File: config.mk
export PLATFORM = sky130hd
export DESIGN_NAME = fetch_target_queue
export DESIGN_NICKNAME = d
export VERILOG_FILES = /design/src/rtl/fetch_target_queue_pkg.sv /design/src/rtl/fetch_target_queue_ram.sv /design/src/rtl/fetch_target_queue.sv
export SDC_FILE = /design/constraint.sdc
export NUM_CORES = 1
export LEC_CHECK = 0
export CAP_MARGIN = 20
export CORE_MARGIN = 5
export CORE_UTILIZATION = 45
export DETAILED_ROUTE_END_ITERATION = 6
export GPL_TIMING_DRIVEN = 0
export SYNTH_ARGS = -nofsm -noshare
export SYNTH_HDL_FRONTEND = slang
export SYNTH_SLANG_ARGS = --single-unit
File: constraint.sdc
create_clock -name clk -period 13.8 [get_ports clk]
set_clock_uncertainty 0.15 [all_clocks]
set_input_delay 2.76 -clock clk [delete_from_list [all_inputs] [get_ports clk]]
set_output_delay 2.76 -clock clk [all_outputs]
set_load 0.005 [all_outputs]
File: src/rtl/fetch_target_queue_pkg.sv
// Shared types for the fetch target queue.
//   bpu_predict_t : prediction attached to a fetch group by the branch predictor
//   ftq_entry_t   : one stored fetch group {pc, slot mask, prediction}
//   FTQ_DEPTH     : default queue depth
package fetch_target_queue_pkg;

  localparam int FTQ_DEPTH = 8;

  typedef struct packed {
    logic        taken;
    logic [31:0] target;
  } bpu_predict_t;

  typedef struct packed {
    logic [31:0]  pc;
    logic [1:0]   mask;
    bpu_predict_t predict;
  } ftq_entry_t;

endpackage

File: src/rtl/fetch_target_queue_ram.sv
// Flop-based entry storage for the fetch target queue.
//   clk        clock
//   we_i       write enable
//   waddr_i    write index
//   wdata_i    entry to write
//   raddr_a_i  / rdata_a_o  async read port (issue side)
//   raddr_b_i  / rdata_b_o  async read port (retire side)
// Contents are never cleared; validity is tracked by the owner's pointers.
module fetch_target_queue_ram
  import fetch_target_queue_pkg::*;
#(
  parameter int DEPTH = FTQ_DEPTH,
  localparam int AW   = $clog2(DEPTH)
) (
  input  logic          clk,
  input  logic          we_i,
  input  logic [AW-1:0] waddr_i,
  input  ftq_entry_t    wdata_i,
  input  logic [AW-1:0] raddr_a_i,
  output ftq_entry_t    rdata_a_o,
  input  logic [AW-1:0] raddr_b_i,
  output ftq_entry_t    rdata_b_o
);

  ftq_entry_t mem_q [DEPTH];

  always_ff @(posedge clk) begin
    if (we_i) mem_q[waddr_i] <= wdata_i;
  end

  assign rdata_a_o = mem_q[raddr_a_i];
  assign rdata_b_o = mem_q[raddr_b_i];

endmodule

File: src/rtl/fetch_target_queue.sv
// Fetch target queue: decouples branch predictor from the I-cache.
// Predicted fetch groups are pushed at tail, issued in order to the I-cache
// at issue, and retired in order at head as I-cache responses return.
// A flush drops every entry; responses still owed for already-issued
// requests are counted in discard_q and swallowed when they arrive.
//   clk, rst_n     clock, synchronous active-low reset
//   flush_i        drop all entries
//   bpu_pc_i       group pc (8-byte group, pc[2] selects first slot)
//   bpu_valid_i    per-slot valid; any set bit pushes a group
//   bpu_predict_i  prediction for the group
//   bpu_stall_o    queue full
//   req_valid_o / req_ready_i / req_pc_o   I-cache request
//   resp_valid_i   I-cache response for the oldest outstanding request
//   out_valid_o / out_pc_o / out_mask_o / out_predict_o   retiring group
module fetch_target_queue
  import fetch_target_queue_pkg::*;
#(
  parameter int DEPTH = FTQ_DEPTH
) (
  input  logic         clk,
  input  logic         rst_n,
  input  logic         flush_i,
  input  logic [31:0]  bpu_pc_i,
  input  logic [1:0]   bpu_valid_i,
  input  bpu_predict_t bpu_predict_i,
  output logic         bpu_stall_o,
  output logic         req_valid_o,
  input  logic         req_ready_i,
  output logic [31:0]  req_pc_o,
  input  logic         resp_valid_i,
  output logic         out_valid_o,
  output logic [31:0]  out_pc_o,
  output logic [1:0]   out_mask_o,
  output bpu_predict_t out_predict_o
);

  localparam int AW = $clog2(DEPTH);
  localparam int PW = AW + 1;
  localparam logic [PW-1:0] DEPTH_P = PW'(DEPTH);

  logic [PW-1:0] head_q, head_d, issue_q, issue_d, tail_q, tail_d;
  logic [PW-1:0] disc_q, disc_d;
  logic [PW-1:0] count, inflight;
  logic [PW:0]   occ;
  logic          full, push, fire, retire, disc_resp;
  ftq_entry_t    wdata, issue_ent, head_ent;

  assign count    = tail_q - head_q;
  assign inflight = issue_q - head_q;
  // Outstanding I-cache requests, live plus abandoned by a flush.
  assign occ      = {1'b0, disc_q} + {1'b0, inflight};
  // Full is from registers only: a same-cycle retire frees its slot next cycle.
  assign full     = (count == DEPTH_P);

  assign push      = (|bpu_valid_i) && !full && !flush_i;
  assign fire      = req_valid_o && req_ready_i;
  assign disc_resp = resp_valid_i && (disc_q != '0);
  assign retire    = resp_valid_i && (disc_q == '0) && (inflight != '0) && !flush_i;

  assign bpu_stall_o = full;
  // issue_q reads registered tail, so a group is issuable the cycle after its push.
  assign req_valid_o = (issue_q != tail_q) && (occ < {1'b0, DEPTH_P}) && !flush_i;
  assign req_pc_o    = issue_ent.pc;

  assign out_valid_o   = retire;
  assign out_pc_o      = head_ent.pc;
  assign out_mask_o    = head_ent.mask;
  assign out_predict_o = head_ent.predict;

  assign wdata = '{pc: bpu_pc_i, mask: bpu_valid_i, predict: bpu_predict_i};

  fetch_target_queue_ram #(.DEPTH(DEPTH)) u_ram (
    .clk       (clk),
    .we_i      (push),
    .waddr_i   (tail_q[AW-1:0]),
    .wdata_i   (wdata),
    .raddr_a_i (issue_q[AW-1:0]),
    .rdata_a_o (issue_ent),
    .raddr_b_i (head_q[AW-1:0]),
    .rdata_b_o (head_ent)
  );

  always_comb begin
    head_d  = head_q;
    issue_d = issue_q;
    tail_d  = tail_q;
    disc_d  = disc_q;
    if (flush_i) begin
      head_d  = '0;
      issue_d = '0;
      tail_d  = '0;
      // Every live in-flight request becomes a discard; a response this
      // cycle settles one of the outstanding ones whichever kind it is.
      disc_d  = disc_q + inflight - PW'(resp_valid_i && (occ != '0));
    end else begin
      if (push)      tail_d  = tail_q + 1'b1;
      if (fire)      issue_d = issue_q + 1'b1;
      if (retire)    head_d  = head_q + 1'b1;
      if (disc_resp) disc_d  = disc_q - 1'b1;
    end
  end

  always_ff @(posedge clk) begin
    if (!rst_n) begin
      head_q  <= '0;
      issue_q <= '0;
      tail_q  <= '0;
      disc_q  <= '0;
    end else begin
      head_q  <= head_d;
      issue_q <= issue_d;
      tail_q  <= tail_d;
      disc_q  <= disc_d;
    end
  end

  // A response with nothing outstanding is ignored by the logic above.
  a_resp_outstanding: assert property (@(posedge clk) disable iff (!rst_n)
    resp_valid_i |-> (occ != '0));

endmodule

==> summary.md <==
| Metric | Value |
|---|---|
| Max Cap Viol | `0` |
| Asr flop ratio synth | `0` |
| Fin cells | `roughly 2100` |
| Layout area overhead | `22.00%` |
| Hold-fix buffers, CTS | `0` |
| Logic pwr share | `0.061` |
| Worst slew pin tran | `about 1.0 ns` |
| Post-synthesis sequential area ratio | `0.7029` |
| Yosys top cell area share | `0.6842` |
| Relative slew slack | `0.3284` |
| Final period util | `0.5468` |
| Hold crit path type | `flip-flop to flip-flop` |
| Post-synth top area cell | `edfxtp_1` |
| Clock buffer depth | `3` |
| Fin. max-slew vios | `0` |
| Setup crit end kind | `output port` |
| Critical Path Fanout Max | `5` |
| Top sig layer | `met5` |
| Top cells by count, synth | `edfxtp_1, mux4_2, mux2_2` |
| Initial antenna violation count | `4` |
| Placed inst area | `between 0.02 and 0.03 mm^2` |
| Switch Pwr | `roughly 740 uW` |
| Sink Count | `about 560` |
| Gr ovfl total | `0` |
| Cell total after placement | `about 2000` |
| Worst R2R End | `disc_q[2]$_SDFFE_PN0P_` |
| Design area | `0.02870 mm^2` |
| Final antenna-violating net count | `0` |
| Starting density of the core | `0.4567` |
| Cells on worst reg2reg path | `18` |
| IO Port Bufs | `173` |
| IO Count | `between 150 and 200` |
| Mapped Cells | `roughly 1100` |
| Sequential power share | `0.524` |
| # DRC | `0` |
| Post-CTS setup buffers | `0` |
| Initial drt markers | `just under 900` |
| Num CTS Buffers | `59` |
| Fillers | `a little over 4000` |
| Minimum clock period | `7.546 ns` |
| Run status | `completed` |
| Seq cells post-synth | `around 560` |
| Avg Inst Size Synth | `approximately 22 um^2` |
| Root Buffer Master | `clkbuf_16` |
| Cell Pwr Density | `approximately 130 mW/mm^2` |
| Vias in the first global route | `roughly 13000` |
| RSZ-0062 raised after global routing | `false` |
| Net Count, Synth | `1176` |
| Max Fclk | `around 130 MHz` |
| Die Y | `approximately 240 um` |
| Power share of the clock group | `0.415` |
| WHS Path Cells | `2` |
| DR WL/cell | `~26 um` |
| Pint | `2868 uW` |
| Hold path startpoint | `issue_q[3]$_SDFFE_PP0P_` |
| Most common cell in the netlist | `edfxtp_1` |
| Critical Path AT | `4.64 ns` |
| Met2 wire length | `roughly 27 mm` |
| Worst-path clk slew | `0.06 ns` |
| Placer Congestion | `slightly below 0.8` |
| Met1 WL | `around 23 mm` |
| # resized after CTS | `0` |
| Post-synth EDFFs | `roughly 540` |
| Sw frac | `0.2058` |
| First-pass GRT wire length | `between 80 and 90 mm` |
| Unique cell type count in the Yosys netlist | `43` |
| Core ar. | `between 0.05 and 0.06 mm^2` |
| Largest net degree at the start of global routing | `36` |
| Overall routing resource usage | `0.1919` |
| Row cnt | `between 80 and 90` |
| Kind of critical path | `input pin to output port` |
| Post-Route WL | `between 50 and 60 mm` |
| Crit path required time | `around 11 ns` |
| Detailed placer's ending HPWL | `36.99 mm` |
| Via count | `approximately 12000` |
| CP Launch Type | `input pin` |
| Leakage | `0.009085 uW` |
| Largest cells by area after synthesis | `edfxtp_1, mux4_2, mux2_2` |
| Synth Cell Area | `around 0.024 mm^2` |
| Clock Latency Late Sink | `about 0.60 ns` |
| Synth warnings | `0` |
| R2R Setup Slk | `between 9 and 10 ns` |
| Met3 Routed Length | `between 3 and 4 mm` |
| TritonCTS clock tree | `built` |
| H-Tree Depth | `2` |
| Reg-to-Reg Start | `issue_q[0]$_SDFFE_PP0P_` |
| Hold Fails Final Rpt | `0` |
| Worst Hold End | `issue_q[3]$_SDFFE_PP0P_` |
| DRT Pass-1 Iters | `7` |
| Layout cells sized above 1 | `0.3403` |
| Final nets | `around 1500` |
| Total power | `approximately 3600 uW` |
| Die ar. | `0.05695 mm^2` |
| Die span in x | `~240 um` |
| Hold Slack | `0.3846 ns` |
| Vias per inst | `between 5 and 6` |
| Main synth FF type | `edfxtp_1` |
| Worst vdd ir | `0.00009858 V` |
| Final setup fails | `0` |
==> cell type report <==
type,instances,area (um^2),share of cell area
clock buffer,76,1562,0.05441
antenna,1,2.502,0.00008719
multi-input combinational,437,6688,0.2330
clock inverter,33,272.8,0.009503
inverter,25,96.34,0.003357
tap,680,850.8,0.02964
sequential,558,16540,0.5761
buffer,61,251.5,0.008762
timing repair buffer,250,2442,0.08510
==> state kept, by name, indices dropped and copies added, names as in the netlist, named ones only <==
register     flops
disc_q           4
head_q           4
issue_q          4
tail_q           4
u_ram.mem_q    536
==> worst max-delay path, stage by stage <==
cell,delay [ns]
clkdlybuf4s50_1,0.58
nand2_1,0.13
nor4_1,0.28
o21ai_0,0.28
inv_1,0.11
clkdlybuf4s50_1,0.50
==> how the worst max path moves through the flow <==
stage / startpoint / to / depth (start not counted)
after detailed placement: resp_valid_i / out_valid_o / 6
after global routing: resp_valid_i / out_valid_o / 6
final: resp_valid_i / out_valid_o / 6
after CTS: resp_valid_i / out_valid_o / 6
after floorplan: flush_i / u_ram.mem_q[4][0]$_DFFE_PP_ / 4
after global placement: flush_i / u_ram.mem_q[4][13]$_DFFE_PP_ / 5
==> kinds of logic (layout without fill, tap and decap cells) <==
family | count (synthesis) | after routing | synth area share
xor+xnor | 14 | 14 | 0.005212
buf+inv | 86 | 445 | 0.01479
simple gates | 60 | 60 | 0.01516
other cells | 0 | 1 | 0
fa+ha+maj | 23 | 23 | 0.01319
mux | 300 | 300 | 0.2383
compound gates | 40 | 40 | 0.01048
flops | 558 | 558 | 0.7029
==> power groups by stage <==
| stage | clock network, uW | registers [uW] | logic [uW] |
|---|---|---|---|
| 3_5_place_dp | 0 | 1930 | 221 |
| 6_report | 1500 | 1890 | 220 |
| 3_3_place_gp | 0 | 1930 | 212 |
| 4_1_cts | 1540 | 1890 | 223 |
| 5_1_grt | 1600 | 1890 | 242 |
| 2_1_floorplan | 0 | 1930 | 108 |
==> placed cells by master (no fill, tap or decap), types with 18 or more instances in the layout <==
cell             count
buf_4               56
buf_2               18
edfxtp_1           536
clkdlybuf4s50_1    173
mux4_2             198
clkbuf_1            51
clkbuf_16           60
ha_1                20
mux2_2             100
dfxtp_1             22
inv_1               24
==> stage by stage <==
step	setup WS, ns	TNS (ns)	util
finish	6.254	0	0.5572
global placement	-6.318	-1898.70	0.5069
floorplan	2.750	0	-
detailed placement	6.261	0	0.5210
global route	6.156	0	0.5572
CTS	6.237	0	0.5566
==> routing by layer <==
| metal | up-vias | GRT usage |
|---|---|---|
| li1 | 5239 | - |
| met5 | - | 0 |
| met4 | 6 | 0.05565 |
| met2 | 345 | 0.3198 |
| met1 | 6333 | 0.2584 |
| met3 | 96 | 0.04107 |
(Power assumes the default switching activity.)
